`config.mk`:
```
export PLATFORM = sky130hd
export DESIGN_NAME = dram_bist_flat
export DESIGN_NICKNAME = d
export VERILOG_FILES = /design/src/rtl/dram_bist_pkg.sv /design/src/rtl/dram_bist_if.sv /design/src/rtl/dram_bist_reporter.sv /design/src/rtl/dram_bist.sv /design/src/flat_wrapper.sv
export SDC_FILE = /design/constraint.sdc
export NUM_CORES = 1
export LEC_CHECK = 0
export BUFFER_PORTS_ARGS = -buffer_cell sky130_fd_sc_hd__buf_2
export CAP_MARGIN = 20
export CORE_AREA = 10 10 120 100
export DETAILED_ROUTE_END_ITERATION = 8
export DIE_AREA = 0 0 130 110
export MAX_ROUTING_LAYER = met4
export PLACE_DENSITY = 0.8
export SETUP_SLACK_MARGIN = 0.05
export SLEW_MARGIN = 40
export SYNTH_ARGS = -nofsm -noshare
export SYNTH_HDL_FRONTEND = slang
export SYNTH_SLANG_ARGS = --single-unit
```
`constraint.sdc`:
```
create_clock -name clk -period 1.8 [get_ports clk]
set_input_delay 0.18 -clock clk [delete_from_list [all_inputs] [get_ports clk]]
set_output_delay 0.18 -clock clk [all_outputs]
set_load 0.05 [all_outputs]
```
`src/rtl/dram_bist_pkg.sv`:
```
// rtl/dram_bist_pkg.sv - shared state encoding, pattern byte and report characters for dram_bist
package dram_bist_pkg;

    typedef enum logic [3:0] {
        IDLE,
        WAIT_CAL,
        WRITE,
        READ,
        INV_WRITE,
        INV_READ,
        REPORT,
        GAP,
        DONE
    } state_t;

    localparam logic [7:0] PAT_BYTE  = 8'hA5;
    localparam logic [7:0] CHAR_PASS = 8'h50;
    localparam logic [7:0] CHAR_FAIL = 8'h46;

endpackage

```
`src/rtl/dram_bist_if.sv`:
```
// rtl/dram_bist_if.sv - memory request bus between dram_bist (master) and the memory port (slave)
interface dram_bist_if #(
    parameter int ADDR_W = 32,
    parameter int DATA_W = 32
);
    logic              mem_read;
    logic              mem_write;
    logic [ADDR_W-1:0] mem_addr;
    logic [DATA_W-1:0] mem_wdata;
    logic              mem_ready;
    logic [DATA_W-1:0] mem_rdata;

    modport master (
        output mem_read, mem_write, mem_addr, mem_wdata,
        input  mem_ready, mem_rdata
    );

    modport slave (
        input  mem_read, mem_write, mem_addr, mem_wdata,
        output mem_ready, mem_rdata
    );
endinterface

```
`src/rtl/dram_bist_reporter.sv`:
```
// rtl/dram_bist_reporter.sv - sends the three-byte result record over the byte transmitter handshake
module dram_bist_reporter
    import dram_bist_pkg::*;
(
    input  logic        clk,
    input  logic        nrst,
    input  logic        go,
    input  logic [15:0] err_count,
    input  logic        tx_done,
    output logic        tx_start,
    output logic [7:0]  tx_data,
    output logic        done
);

    state_t     state, state_nxt;
    logic [1:0] byte_idx, byte_idx_nxt;

    always_ff @(posedge clk) begin
        if (!nrst) begin
            state    <= IDLE;
            byte_idx <= '0;
        end else begin
            state    <= state_nxt;
            byte_idx <= byte_idx_nxt;
        end
    end

    // Byte order: status character, then err_count low byte, then high byte
    always_comb begin
        state_nxt    = state;
        byte_idx_nxt = byte_idx;
        tx_start     = 1'b0;
        tx_data      = '0;
        done         = 1'b0;
        case (state)
            IDLE: begin
                if (go) begin
                    state_nxt    = REPORT;
                    byte_idx_nxt = '0;
                end
            end
            REPORT: begin
                tx_start = 1'b1;
                case (byte_idx)
                    2'd0:    tx_data = (err_count == 16'd0) ? CHAR_PASS : CHAR_FAIL;
                    2'd1:    tx_data = err_count[7:0];
                    default: tx_data = err_count[15:8];
                endcase
                if (tx_done) begin
                    if (byte_idx == 2'd2) begin
                        state_nxt = IDLE;
                        done      = 1'b1;
                    end else begin
                        state_nxt    = GAP;
                        byte_idx_nxt = byte_idx + 2'd1;
                    end
                end
            end
            GAP:     state_nxt = REPORT;
            default: state_nxt = IDLE;
        endcase
    end

endmodule

```
`src/rtl/dram_bist.sv`:
```
// rtl/dram_bist.sv - DRAM write/read-back self test; DRAM_BIST_INV_PASS_EN adds an inverted-pattern pass
module dram_bist
    import dram_bist_pkg::*;
#(
    parameter int                ADDR_W      = 32,
    parameter int                DATA_W      = 32,
    parameter logic [ADDR_W-1:0] BASE_ADDR   = 32'h0000_0020,
    parameter int                NUM_WORDS   = 16,
    parameter int                ADDR_STRIDE = 4
) (
    input  logic        clk,
    input  logic        nrst,
    input  logic        start,
    input  logic        calib_ok,
    dram_bist_if.master mem,
    output logic        tx_start,
    output logic [7:0]  tx_data,
    input  logic        tx_done,
    output logic        busy,
    output logic        pass,
    output logic        fail,
    output logic [15:0] err_count
);

    state_t            state, state_nxt;
    logic [15:0]       word_idx;
    logic [ADDR_W-1:0] addr;
    logic [DATA_W-1:0] pat;
    logic [DATA_W-1:0] exp_data;
    logic              last_word;
    logic              is_write;
    logic              is_read;
    logic              inv_pass;
    logic              rep_done;

`ifdef DRAM_BIST_INV_PASS_EN
    assign inv_pass = (state == INV_WRITE) || (state == INV_READ);
    assign is_write = (state == WRITE) || (state == INV_WRITE);
    assign is_read  = (state == READ) || (state == INV_READ);
`else
    assign inv_pass = 1'b0;
    assign is_write = (state == WRITE);
    assign is_read  = (state == READ);
`endif

    assign last_word = (word_idx == 16'(NUM_WORDS - 1));
    assign pat       = DATA_W'(addr) ^ {(DATA_W/8){PAT_BYTE}};
    assign exp_data  = inv_pass ? ~pat : pat;

    always_ff @(posedge clk) begin
        if (!nrst) state <= IDLE;
        else       state <= state_nxt;
    end

    always_comb begin
        state_nxt = state;
        case (state)
            IDLE, DONE: if (start) state_nxt = WAIT_CAL;
            WAIT_CAL:   if (calib_ok) state_nxt = WRITE;
            WRITE:      if (mem.mem_ready && last_word) state_nxt = READ;
`ifdef DRAM_BIST_INV_PASS_EN
            READ:       if (mem.mem_ready && last_word) state_nxt = INV_WRITE;
            INV_WRITE:  if (mem.mem_ready && last_word) state_nxt = INV_READ;
            INV_READ:   if (mem.mem_ready && last_word) state_nxt = REPORT;
`else
            READ:       if (mem.mem_ready && last_word) state_nxt = REPORT;
`endif
            REPORT:     if (rep_done) state_nxt = DONE;
            default:    state_nxt = IDLE;
        endcase
    end

    // Address walks by stride; every pass restarts at BASE_ADDR after its last word
    always_ff @(posedge clk) begin
        if (!nrst) begin
            word_idx  <= '0;
            addr      <= '0;
            err_count <= '0;
        end else begin
            if ((state == IDLE || state == DONE) && start)
                err_count <= '0;
            if (state == WAIT_CAL) begin
                word_idx <= '0;
                addr     <= BASE_ADDR;
            end else if ((is_read || is_write) && mem.mem_ready) begin
                if (last_word) begin
                    word_idx <= '0;
                    addr     <= BASE_ADDR;
                end else begin
                    word_idx <= word_idx + 16'd1;
                    addr     <= addr + ADDR_W'(ADDR_STRIDE);
                end
                if (is_read && (mem.mem_rdata != exp_data) && (err_count != 16'hFFFF))
                    err_count <= err_count + 16'd1;
            end
        end
    end

    assign mem.mem_write = is_write;
    assign mem.mem_read  = is_read;
    assign mem.mem_addr  = (is_read || is_write) ? addr : '0;
    assign mem.mem_wdata = is_write ? exp_data : '0;

    assign busy = (state != IDLE) && (state != DONE);
    assign pass = (state == DONE) && (err_count == 16'd0);
    assign fail = (state == DONE) && (err_count != 16'd0);

    dram_bist_reporter u_reporter (
        .clk       (clk),
        .nrst      (nrst),
        .go        (state == REPORT),
        .err_count (err_count),
        .tx_done   (tx_done),
        .tx_start  (tx_start),
        .tx_data   (tx_data),
        .done      (rep_done)
    );

endmodule
```
`src/flat_wrapper.sv`:
```
// flat-port wrapper written by rule: the top's interface ports become plain ports
module dram_bist_flat import dram_bist_pkg::*;
#(
    parameter int                ADDR_W      = 32,
    parameter int                DATA_W      = 32,
    parameter logic [ADDR_W-1:0] BASE_ADDR   = 32'h0000_0020,
    parameter int                NUM_WORDS   = 16,
    parameter int                ADDR_STRIDE = 4
)
  (clk, nrst, start, calib_ok, tx_start, tx_data, tx_done, busy, pass, fail, err_count, mem_mem_read, mem_mem_write, mem_mem_addr, mem_mem_wdata, mem_mem_ready, mem_mem_rdata);
  dram_bist_if #(.ADDR_W(ADDR_W), .DATA_W(DATA_W)) mem_i ();
  input  logic clk;
  input  logic nrst;
  input  logic start;
  input  logic calib_ok;
  output logic tx_start;
  output logic [7:0] tx_data;
  input  logic tx_done;
  output logic busy;
  output logic pass;
  output logic fail;
  output logic [15:0] err_count;
  output wire logic [$bits(mem_i.mem_read)-1:0] mem_mem_read;
  output wire logic [$bits(mem_i.mem_write)-1:0] mem_mem_write;
  output wire logic [$bits(mem_i.mem_addr)-1:0] mem_mem_addr;
  output wire logic [$bits(mem_i.mem_wdata)-1:0] mem_mem_wdata;
  input wire logic [$bits(mem_i.mem_ready)-1:0] mem_mem_ready;
  input wire logic [$bits(mem_i.mem_rdata)-1:0] mem_mem_rdata;
  assign mem_mem_read = mem_i.mem_read;
  assign mem_mem_write = mem_i.mem_write;
  assign mem_mem_addr = mem_i.mem_addr;
  assign mem_mem_wdata = mem_i.mem_wdata;
  assign mem_i.mem_ready = mem_mem_ready;
  assign mem_i.mem_rdata = mem_mem_rdata;
  dram_bist #(.ADDR_W(ADDR_W), .DATA_W(DATA_W), .BASE_ADDR(BASE_ADDR), .NUM_WORDS(NUM_WORDS), .ADDR_STRIDE(ADDR_STRIDE)) u_core (.clk(clk), .nrst(nrst), .start(start), .calib_ok(calib_ok), .mem(mem_i), .tx_start(tx_start), .tx_data(tx_data), .tx_done(tx_done), .busy(busy), .pass(pass), .fail(fail), .err_count(err_count));
endmodule
```
==> impl_metrics.yaml, run 1 <==
run_status:
  status: "aborted with a tool error"
  outcome.stop_stage: "global routing"
  error_line: "[ERROR GRT-0232] Routing congestion too high. Check the congestion heatmap in the GUI."
synthesis:
  synth_edf_count: 0
  syn_inst: 597
  synth_nets: 645
  yosys.cell_types.count: 51
  ys_async_sr_fraction_pct: 0
  synth.ff_latch_count: 72
  avgSynthCellArea_sq_um: 7.60
  synth_ff_type: "dfxtp_1"
  netlist_area_sq_um: 4540
  yosys_warnings: 0
  yosysSeqAreaShare_pct: 31.8
place:
  dp_hpwl_microns: 12600
  dpl-instance-area_sq_um: 6110
  place_congestion: 0.957
  place_inst: 908
  portBuffers: 131
clock_tree:
  clockRootBuffer: "clkbuf_16"
  cts_buffers: 9
  clock-sinks: 72
  cts_hold_buf: 0
  cts_max_path_buffers: 2
  cts-htree-levels: 3
floorplan:
  initial_core_util_pct: 47.6
  ios: 132
  dieHeight_microns: 110
  fp-row-count: 32
  die_w_microns: 130
global_routing:
  grt_overflow: 600
  grt_max_degree: 28
  grt_util_all_layers_pct: 84.3
  antenna_found_initial: 7
sta:
  worst-ep-kind: "top-level output"
  grt-worst-endpoint: "tx_data[2]"
## metrics by stage
| stage | hold slack, ns | utilization [%] | setup TNS (ns) | setup WS, ns |
|---|---|---|---|---|
| 3_5_place_dp | 0.484 | 64.2 | -0.859 | -0.150 |
| 2_1_floorplan | 0.343 | - | -2.27 | -0.113 |
| 4_1_cts | 0.259 | 83.4 | -5.85 | -0.210 |
| 3_3_place_gp | 0.467 | 64.2 | -0.0699 | -0.0417 |
## timing repair
action / CTS
endpoints found under the setup margin: 138
resized for setup: 348
gates cloned: 11
endpoints found under the hold margin: 0
buffers inserted: 25
pin swaps: 50
## cell families after synthesis
family,count (synthesis),share of synthesized area (%)
and+or+nand+nor,311,37.1
buffers and inverters,56,5.02
AOI/OAI and AO/OA,78,9.73
DFF,72,31.8
muxes,3,0.662
adders and majority gates,10,2.76
xor gates and xnor gates,67,12.9
## per-layer routing
metal	GRT usage, %	GRT overflow
met2	104	393
met5	-	-
met3	69.1	13
met1	74.8	15
met4	93.9	179
## Yosys cell counts, drive strengths merged (2+ instances only)
cell type  count  area share, %
buf           11            1.3
nand3b         3           0.50
and2          16            2.2
nand2b         4           0.55
nand4         24            3.8
nor2b         14            1.9
a31oi          6           0.83
o211ai         2           0.33
xor2          37            7.1
o21a           2           0.33
nor2          92            7.7
a22oi          3           0.50
nand4bb        2           0.50
dfxtp         72             32
nor4          15            2.5
xnor2         30            5.8
or3            7            1.0
o21ai         34            3.7
a221oi         2           0.39
clkbuf        25            2.1
a21boi         3           0.50
nand3         24            3.2
nor3          14            1.8
and4bb         2           0.55
nor3b         10            1.7
nand2         45            3.7
ha            10            2.8
and3          35            4.9
a21oi         22            2.4
inv           19            1.6
mux2i          3           0.66
==> run 2: changes to the inputs <==
--- a/config.mk
+++ b/config.mk
@@ -7,12 +7,10 @@
 export LEC_CHECK = 0
 export BUFFER_PORTS_ARGS = -buffer_cell sky130_fd_sc_hd__buf_2
 export CAP_MARGIN = 20
-export CORE_AREA = 10 10 120 100
+export CORE_AREA = 10 10 118 120
 export DETAILED_ROUTE_END_ITERATION = 8
-export DIE_AREA = 0 0 130 110
-export MAX_ROUTING_LAYER = met4
-export PLACE_DENSITY = 0.8
-export SETUP_SLACK_MARGIN = 0.05
+export DIE_AREA = 0 0 128 130
+export PLACE_DENSITY_LB_ADDON = 0.15
 export SLEW_MARGIN = 40
 export SYNTH_ARGS = -nofsm -noshare
 export SYNTH_HDL_FRONTEND = slang
==> constraint.sdc (replaced) <==
create_clock -name clk -period 2.3 [get_ports clk]
set_input_delay 0.23 -clock clk [delete_from_list [all_inputs] [get_ports clk]]
set_output_delay 0.23 -clock clk [all_outputs]
set_load 0.05 [all_outputs]
==> impl_metrics.yaml, run 2 <==
run_status:
  status: "complete, no violations"
setup_path:
  cp-start-kind: "flip-flop"
  crit_required_ns: 2.07
  crit_type: "flip-flop to output port"
  critPathTopFamily: "simple AND/OR/NAND/NOR gates"
  critPathBufInv: 2
  crit_path_max_fanout: 5
  path_cells: "inv_2, ha_1, nor4b_4, nand4_1, and2_4, a221oi_2, nor2b_2, buf_4"
  critPathSlowestCell: "dfxtp_1"
  worstPathArrival_ns: 1.95
  critPathMaxStageDelay_ns: 0.36
  end_kind: "output port"
floorplan:
  die-area_sq_um: 16600
  dieHeight_microns: 130
  ios: 132
  initial_core_util_pct: 38.7
  die_w_microns: 128
  core_sq_um: 11700
  fp-row-count: 40
final_layout:
  largest_reg_flops: 32
  final_cell_mix: "129 x buf_2, 90 x nor2_1, 70 x dfxtp_1"
  layout_commonest_cell: "buf_2"
  final_nets: 794
  area_growth_pct: 30.3
  num-fill-cells: 1180
  reg_top3: "u_core.addr x32, u_core.err_count x16, u_core.word_idx x16"
  regMostFlops: "u_core.addr"
  ff_latch_area_sq_um: 1440
  post-route-util_pct: 50.5
  diodes: 0
  final_area_sq_um: 5910
  multi_input_area_sq_um: 2940
  drive_above_1_share_pct: 29.1
synthesis:
  avgSynthCellArea_sq_um: 7.60
  synth.ff_latch_count: 72
  synth_nets: 645
  synth_most_common_cell: "nor2_1"
  yosysSeqAreaShare_pct: 31.8
  synth_edf_count: 0
  syn_inst: 597
  synth_ff_type: "dfxtp_1"
  yosys.area.top_type: "dfxtp_1"
  netlist_area_sq_um: 4540
  yosys-top-cells-area: "dfxtp_1 32%, nor2_1 7.5%, xor2_1 7.1%, xnor2_1 5.8%, and3_1 4.7%"
  yosys.cell_types.count: 51
  yosys_warnings: 0
  ys_async_sr_fraction_pct: 0
  netlist_top_cells_count: "91 x nor2_1, 72 x dfxtp_1, 45 x nand2_1"
  synth_top_area_share_pct: 31.8
sta:
  min_period_ns: 2.18
  worst_pin_slew_ns: 0.528
  min_period_over_period_pct: 94.7
  max_freq_mhz: 459
  hold_viol: 0
  setup_viol: 0
  slew_headroom_pct: 64.5
  finClkSkew_ns: 0.00657
  tns_ns: 0
  slew_violations: 0
detailed_routing:
  vias: 4759
  wl_microns: 15000
  dr.pass1.iters: 5
  wl_per_cell_microns: 16.8
  viasPerCell: 5.31
  dr_wl_met2_microns: 6810
  drt-initial-drc-count: 266
  route.met3.wl_microns: 1050
  remaining_drc_errors: 0
  ant_nets: 0
  wl_met1_microns: 6780
  highest_layer: "met4"
global_routing:
  grt_util_all_layers_pct: 17.4
  grt_pass1_vias: 4667
  grt_max_degree: 28
  grt_overflow: 0
  antenna_found_initial: 0
  grt_pass1_wl_microns: 23900
place:
  place_congestion: 0.910
  dp_hpwl_microns: 11700
  dpl-instance-area_sq_um: 5540
  portBuffers: 131
power_and_ir_drop:
  p_leak_uw: 0.00268
  swShare_pct: 33.3
  p_sw_uw: 1180
  power_density_nw_per_um2: 601
  p_int_uw: 2370
  peakVddDrop_v: 0.000415
  p_clk_share_pct: 38.6
  p_comb_share_pct: 24.7
  seqPwrFrac_pct: 36.7
clock_tree:
  cts_tree: "done"
  cts_hold_buf: 0
  cts_max_path_buffers: 2
  cts-htree-levels: 3
  clock-sinks: 72
  clk_pin_slew_worst_paths_ns: 0.06
  clock_latency_ns: 0.33
  clockRootBuffer: "clkbuf_16"
  cts_buffers: 9
job:
  cap_viol_max_count: 0
worst_hold_path:
  hp-class: "primary input to flip-flop"
## run 2: power by group through the flow
stage | registers [uW] | clock network (uW) | logic [uW]
after floorplan | 1320 | 0 | 620
after global placement | 1330 | 0 | 874
after detailed placement | 1330 | 0 | 879
after CTS | 1300 | 1400 | 884
after global routing | 1310 | 1440 | 956
final | 1310 | 1370 | 880
## run 2: final cells by class
cell class,instances,area share [%]
Timing Repair Buffer,174,16.6
Tap cell,147,3.11
Clock inverter,4,0.762
Multi-Input combinational cell,469,49.7
Sequential cell,72,24.4
Inverter,20,1.27
Clock buffer,11,4.10
## run 2: cells by family after synthesis
| family | count (synthesis) | synth area share, % |
|---|---|---|
| AOI/OAI and AO/OA | 78 | 9.73 |
| xor gates and xnor gates | 67 | 12.9 |
| adders and majority gates | 10 | 2.76 |
| buffers and inverters | 56 | 5.02 |
| DFF | 72 | 31.8 |
| muxes | 3 | 0.662 |
| and+or+nand+nor | 311 | 37.1 |
## run 2: worst paths after layout
kind,slack [ns],cells after the start,from,endpoint
max,0.12,8,u_core.err_count[0]$_SDFF_PN0_,tx_data[1]
min,0.27,3,start,u_core.state[1]$_SDFFE_PN0P_
max reg2reg,0.15,8,u_core.addr[8]$_SDFFE_PP0P_,u_core.err_count[14]$_SDFF_PN0_
min reg2reg,0.50,2,u_core.word_idx[1]$_SDFFE_PP0P_,u_core.word_idx[1]$_SDFFE_PP0P_
## run 2: metal layers
metal / global-route usage, % / vias to the layer above
met4: 7.55 / 0
met5: 0 / -
met3: 4.46 / 24
met2: 28.1 / 157
li1: - / 2346
met1: 21.5 / 2232
## run 2: timing repair
action                                  in CTS  in global routing
endpoints found under the setup margin      15                 28
setup buffers                                1                  1
endpoints found under the hold margin        0                  0
resized for setup                            4                 15
pin swaps                                    1                  1
## run 2: worst register-to-register path, stage by stage, from the launching register on
cell and delay (ns):
dfxtp_1 0.47, xor2_1 0.28, nand4_1 0.12, nor4_1 0.40
buf_4 0.19, a21boi_1 0.07, nand2b_1 0.16, buf_4 0.17
o21ai_0 0.20
## run 2: metrics by stage
stage,setup slack [ns],std cells,power (uW),hold slack [ns]
5_1_grt,-0.00691,897,3700,0.359
2_1_floorplan,0.0299,597,1940,0.401
6_report,0.122,897,3560,0.272
4_1_cts,0.0161,896,3580,0.259
3_5_place_dp,-0.0498,880,2210,0.491
3_3_place_gp,0.00321,880,2200,0.476
(Power assumes the default switching activity.)
==> run 3: changes to the inputs <==
--- a/config.mk
+++ b/config.mk
@@ -7,11 +7,12 @@
 export LEC_CHECK = 0
 export BUFFER_PORTS_ARGS = -buffer_cell sky130_fd_sc_hd__buf_2
 export CAP_MARGIN = 20
-export CORE_AREA = 10 10 118 120
+export CORE_AREA = 10 10 119 121
 export DETAILED_ROUTE_END_ITERATION = 8
-export DIE_AREA = 0 0 128 130
+export DIE_AREA = 0 0 129 131
 export PLACE_DENSITY_LB_ADDON = 0.15
 export SLEW_MARGIN = 40
 export SYNTH_ARGS = -nofsm -noshare
 export SYNTH_HDL_FRONTEND = slang
+export SYNTH_HIERARCHICAL = 1
 export SYNTH_SLANG_ARGS = --single-unit
==> impl_metrics.yaml, run 3 <==
synthesis:
  netlist_area_sq_um: 4610
  synth_compound_area_share_pct: 9.02
  yosysSeqAreaShare_pct: 31.3
  yosys.cell_types.count: 55
  yosys_warnings: 6
  yosys.area_share.simple_pct: 35.5
  yosys.area.top_type: "dfxtp_1"
  yosys-top-cells-area: "dfxtp_1 31%, xor2_1 7.8%, nor2_1 7.4%, xnor2_1 5.9%, and3_1 5.7%"
  avgSynthCellArea_sq_um: 7.82
  synth_edf_count: 0
  synth_ff_type: "dfxtp_1"
  synth_adder_area_share_pct: 2.72
  synth_top_area_share_pct: 31.3
  synth_most_common_cell: "nor2_1"
  netlist_top_cells_count: "91 x nor2_1, 72 x dfxtp_1, 42 x and3_1"
  syn_inst: 589
  ys_async_sr_fraction_pct: 0
  muxShareOfSynthArea_pct: 1.52
  synth-xor-area-share_pct: 13.7
  synth.ff_latch_count: 72
  synth_top_family_by_area: "simple AND/OR/NAND/NOR gates"
  synth_nets: 637
clock_tree:
  cts_setup_buffers: 0
  clk_pin_slew_worst_paths_ns: 0.06
  clock-sinks: 72
  cts_hold_buf: 0
  clock_latency_ns: 0.33
  cts_buffers: 9
  cts_tree: "done"
  cts-resized-gates: 2
  cts-htree-levels: 3
  cts_max_path_buffers: 2
  clockRootBuffer: "clkbuf_16"
floorplan:
  initial_core_util_pct: 39.0
  die_w_microns: 129
  core_sq_um: 11800
  ios: 132
  fp-row-count: 40
  dieHeight_microns: 131
  die-area_sq_um: 16900
power_and_ir_drop:
  p_int_uw: 2640
  power_uw: 4160
  swShare_pct: 36.5
  peakVddDrop_v: 0.000416
  p_comb_share_pct: 29.9
  power_density_nw_per_um2: 722
  p_sw_uw: 1520
  p_clk_share_pct: 38.1
  seqPwrFrac_pct: 32.0
  p_leak_uw: 0.00266
sta:
  hold_viol: 0
  finClkSkew_ns: 0.00718
  holdWs_ns: 0.272
  rsz0062_at_grt: "no"
  slew_violations: 0
  slew_headroom_pct: 69.3
  worst_pin_slew_ns: 0.457
  max_freq_mhz: 455
  min_period_over_period_pct: 95.6
  setup_viol: 0
  tns_ns: 0
  min_period_ns: 2.20
final_layout:
  post-route-util_pct: 48.9
  final_area_sq_um: 5770
  regMostFlops: "u_core/addr"
  area_growth_pct: 25.3
  multi_input_area_sq_um: 2880
  drive_above_1_share_pct: 26.0
  layout_commonest_cell: "buf_2"
  reg_top3: "u_core/addr x32, u_core/err_count x16, u_core/word_idx x16"
  diodes: 0
  final_nets: 762
  ff_latch_area_sq_um: 1440
  final_cell_mix: "131 x buf_2, 89 x nor2_1, 70 x dfxtp_1"
  num-fill-cells: 1197
  largest_reg_flops: 32
place:
  place_congestion: 0.847
  portBuffers: 131
  dpl-instance-area_sq_um: 5420
  dp_hpwl_microns: 10700
setup_path:
  rrSetupSlack_ns: 0.24
  crit_required_ns: 2.07
  end_kind: "output port"
  crit_type: "flip-flop to output port"
  crit_path_max_fanout: 10
  cp-start-kind: "flip-flop"
  worstPathArrival_ns: 1.97
detailed_routing:
  dr.pass1.iters: 5
  drt-initial-drc-count: 260
  wl_microns: 14100
  ant_nets: 0
  viasPerCell: 5.24
  wl_per_cell_microns: 16.2
  remaining_drc_errors: 0
  vias: 4539
global_routing:
  grt_util_all_layers_pct: 16.2
  grt_overflow: 0
  grt_max_degree: 39
  grt_pass1_wl_microns: 22100
  grt_pass1_vias: 4348
  antenna_found_initial: 0
worst_hold_path:
  hp-class: "primary input to flip-flop"
job:
  cap_viol_max_count: 0
run_status:
  status: "complete, no violations"
run 3: cell types whose count changed in the layout (fill, tap and decap cells not counted), moves of 6 or more:
cell	before	now
a21oi_1	22	6
and2_1	15	21
and3_1	34	42
and4_1	1	9
buf_4	45	20
inv_1	17	26
nand2_1	44	34
nand3_1	22	30
nor2b_1	12	6
nor3b_1	10	1
o211ai_1	2	11
o21ai_0	34	7
o21ai_1	0	9
run 3: area by class of cell:
cell class	instances	share of cell area, %
well taps	147	3.19
inverters	27	1.82
clock buffers	10	3.97
clock inverters	6	1.86
multi-input cells	452	50.0
repair buffers	152	14.2
flip-flops and latches	72	25.0
run 3: worst max-delay path, cell delays in order, from the launching register on:
cell     delay, ns
dfxtp_1       0.35
inv_1         0.07
ha_1          0.31
nor2_2        0.31
a22oi_1       0.13
o22ai_1       0.17
buf_2         0.28
run 3: power by group through the flow:
stage | logic [uW] | clock network, uW | registers [uW]
floorplan | 970 | 0 | 1320
global placement | 1230 | 0 | 1360
detailed placement | 1240 | 0 | 1360
CTS | 1250 | 1620 | 1330
global route | 1340 | 1660 | 1340
finish | 1240 | 1590 | 1330
run 3: cell families (layout without fill, tap and decap cells):
kind of cell,count (synthesis),in the layout
and+or+nand+nor,301,301
xor gates and xnor gates,72,72
DFF,72,72
buffers and inverters,65,195
AOI/OAI and AO/OA,62,62
adders and majority gates,10,10
muxes,7,7
run 3: per-layer routing:
layer	share of wire (%)	track usage, %	routed length, microns	up-vias
met5	0	0	0	-
met3	5.2	3.75	725	6
met1	42	19.5	5970	2153
li1	-	-	-	2285
met2	52	28.2	7260	95
met4	0.78	4.48	110	0
run 3: path summary, 6_finish.rpt:
kind         cells past startpoint                                       start                                          to
max                              6  u_core/u_reporter/byte_idx[1]$_SDFFE_PN0P_                                  tx_data[4]
min                              2                                        nrst                u_core/state[0]$_SDFFE_PN0P_
max reg2reg                      7              u_core/err_count[0]$_SDFF_PN0_             u_core/err_count[15]$_SDFF_PN0_
min reg2reg                      2  u_core/u_reporter/byte_idx[0]$_SDFFE_PN0P_  u_core/u_reporter/byte_idx[0]$_SDFFE_PN0P_
run 3: stage by stage:
| stage | setup WS (ns) | instances |
|---|---|---|
| finish | 0.102 | 866 |
| global route | 0.00336 | 866 |
| CTS | 0.0900 | 866 |
| detailed placement | 0.170 | 850 |
| global placement | 0.224 | 850 |
| floorplan | 0.00545 | 589 |
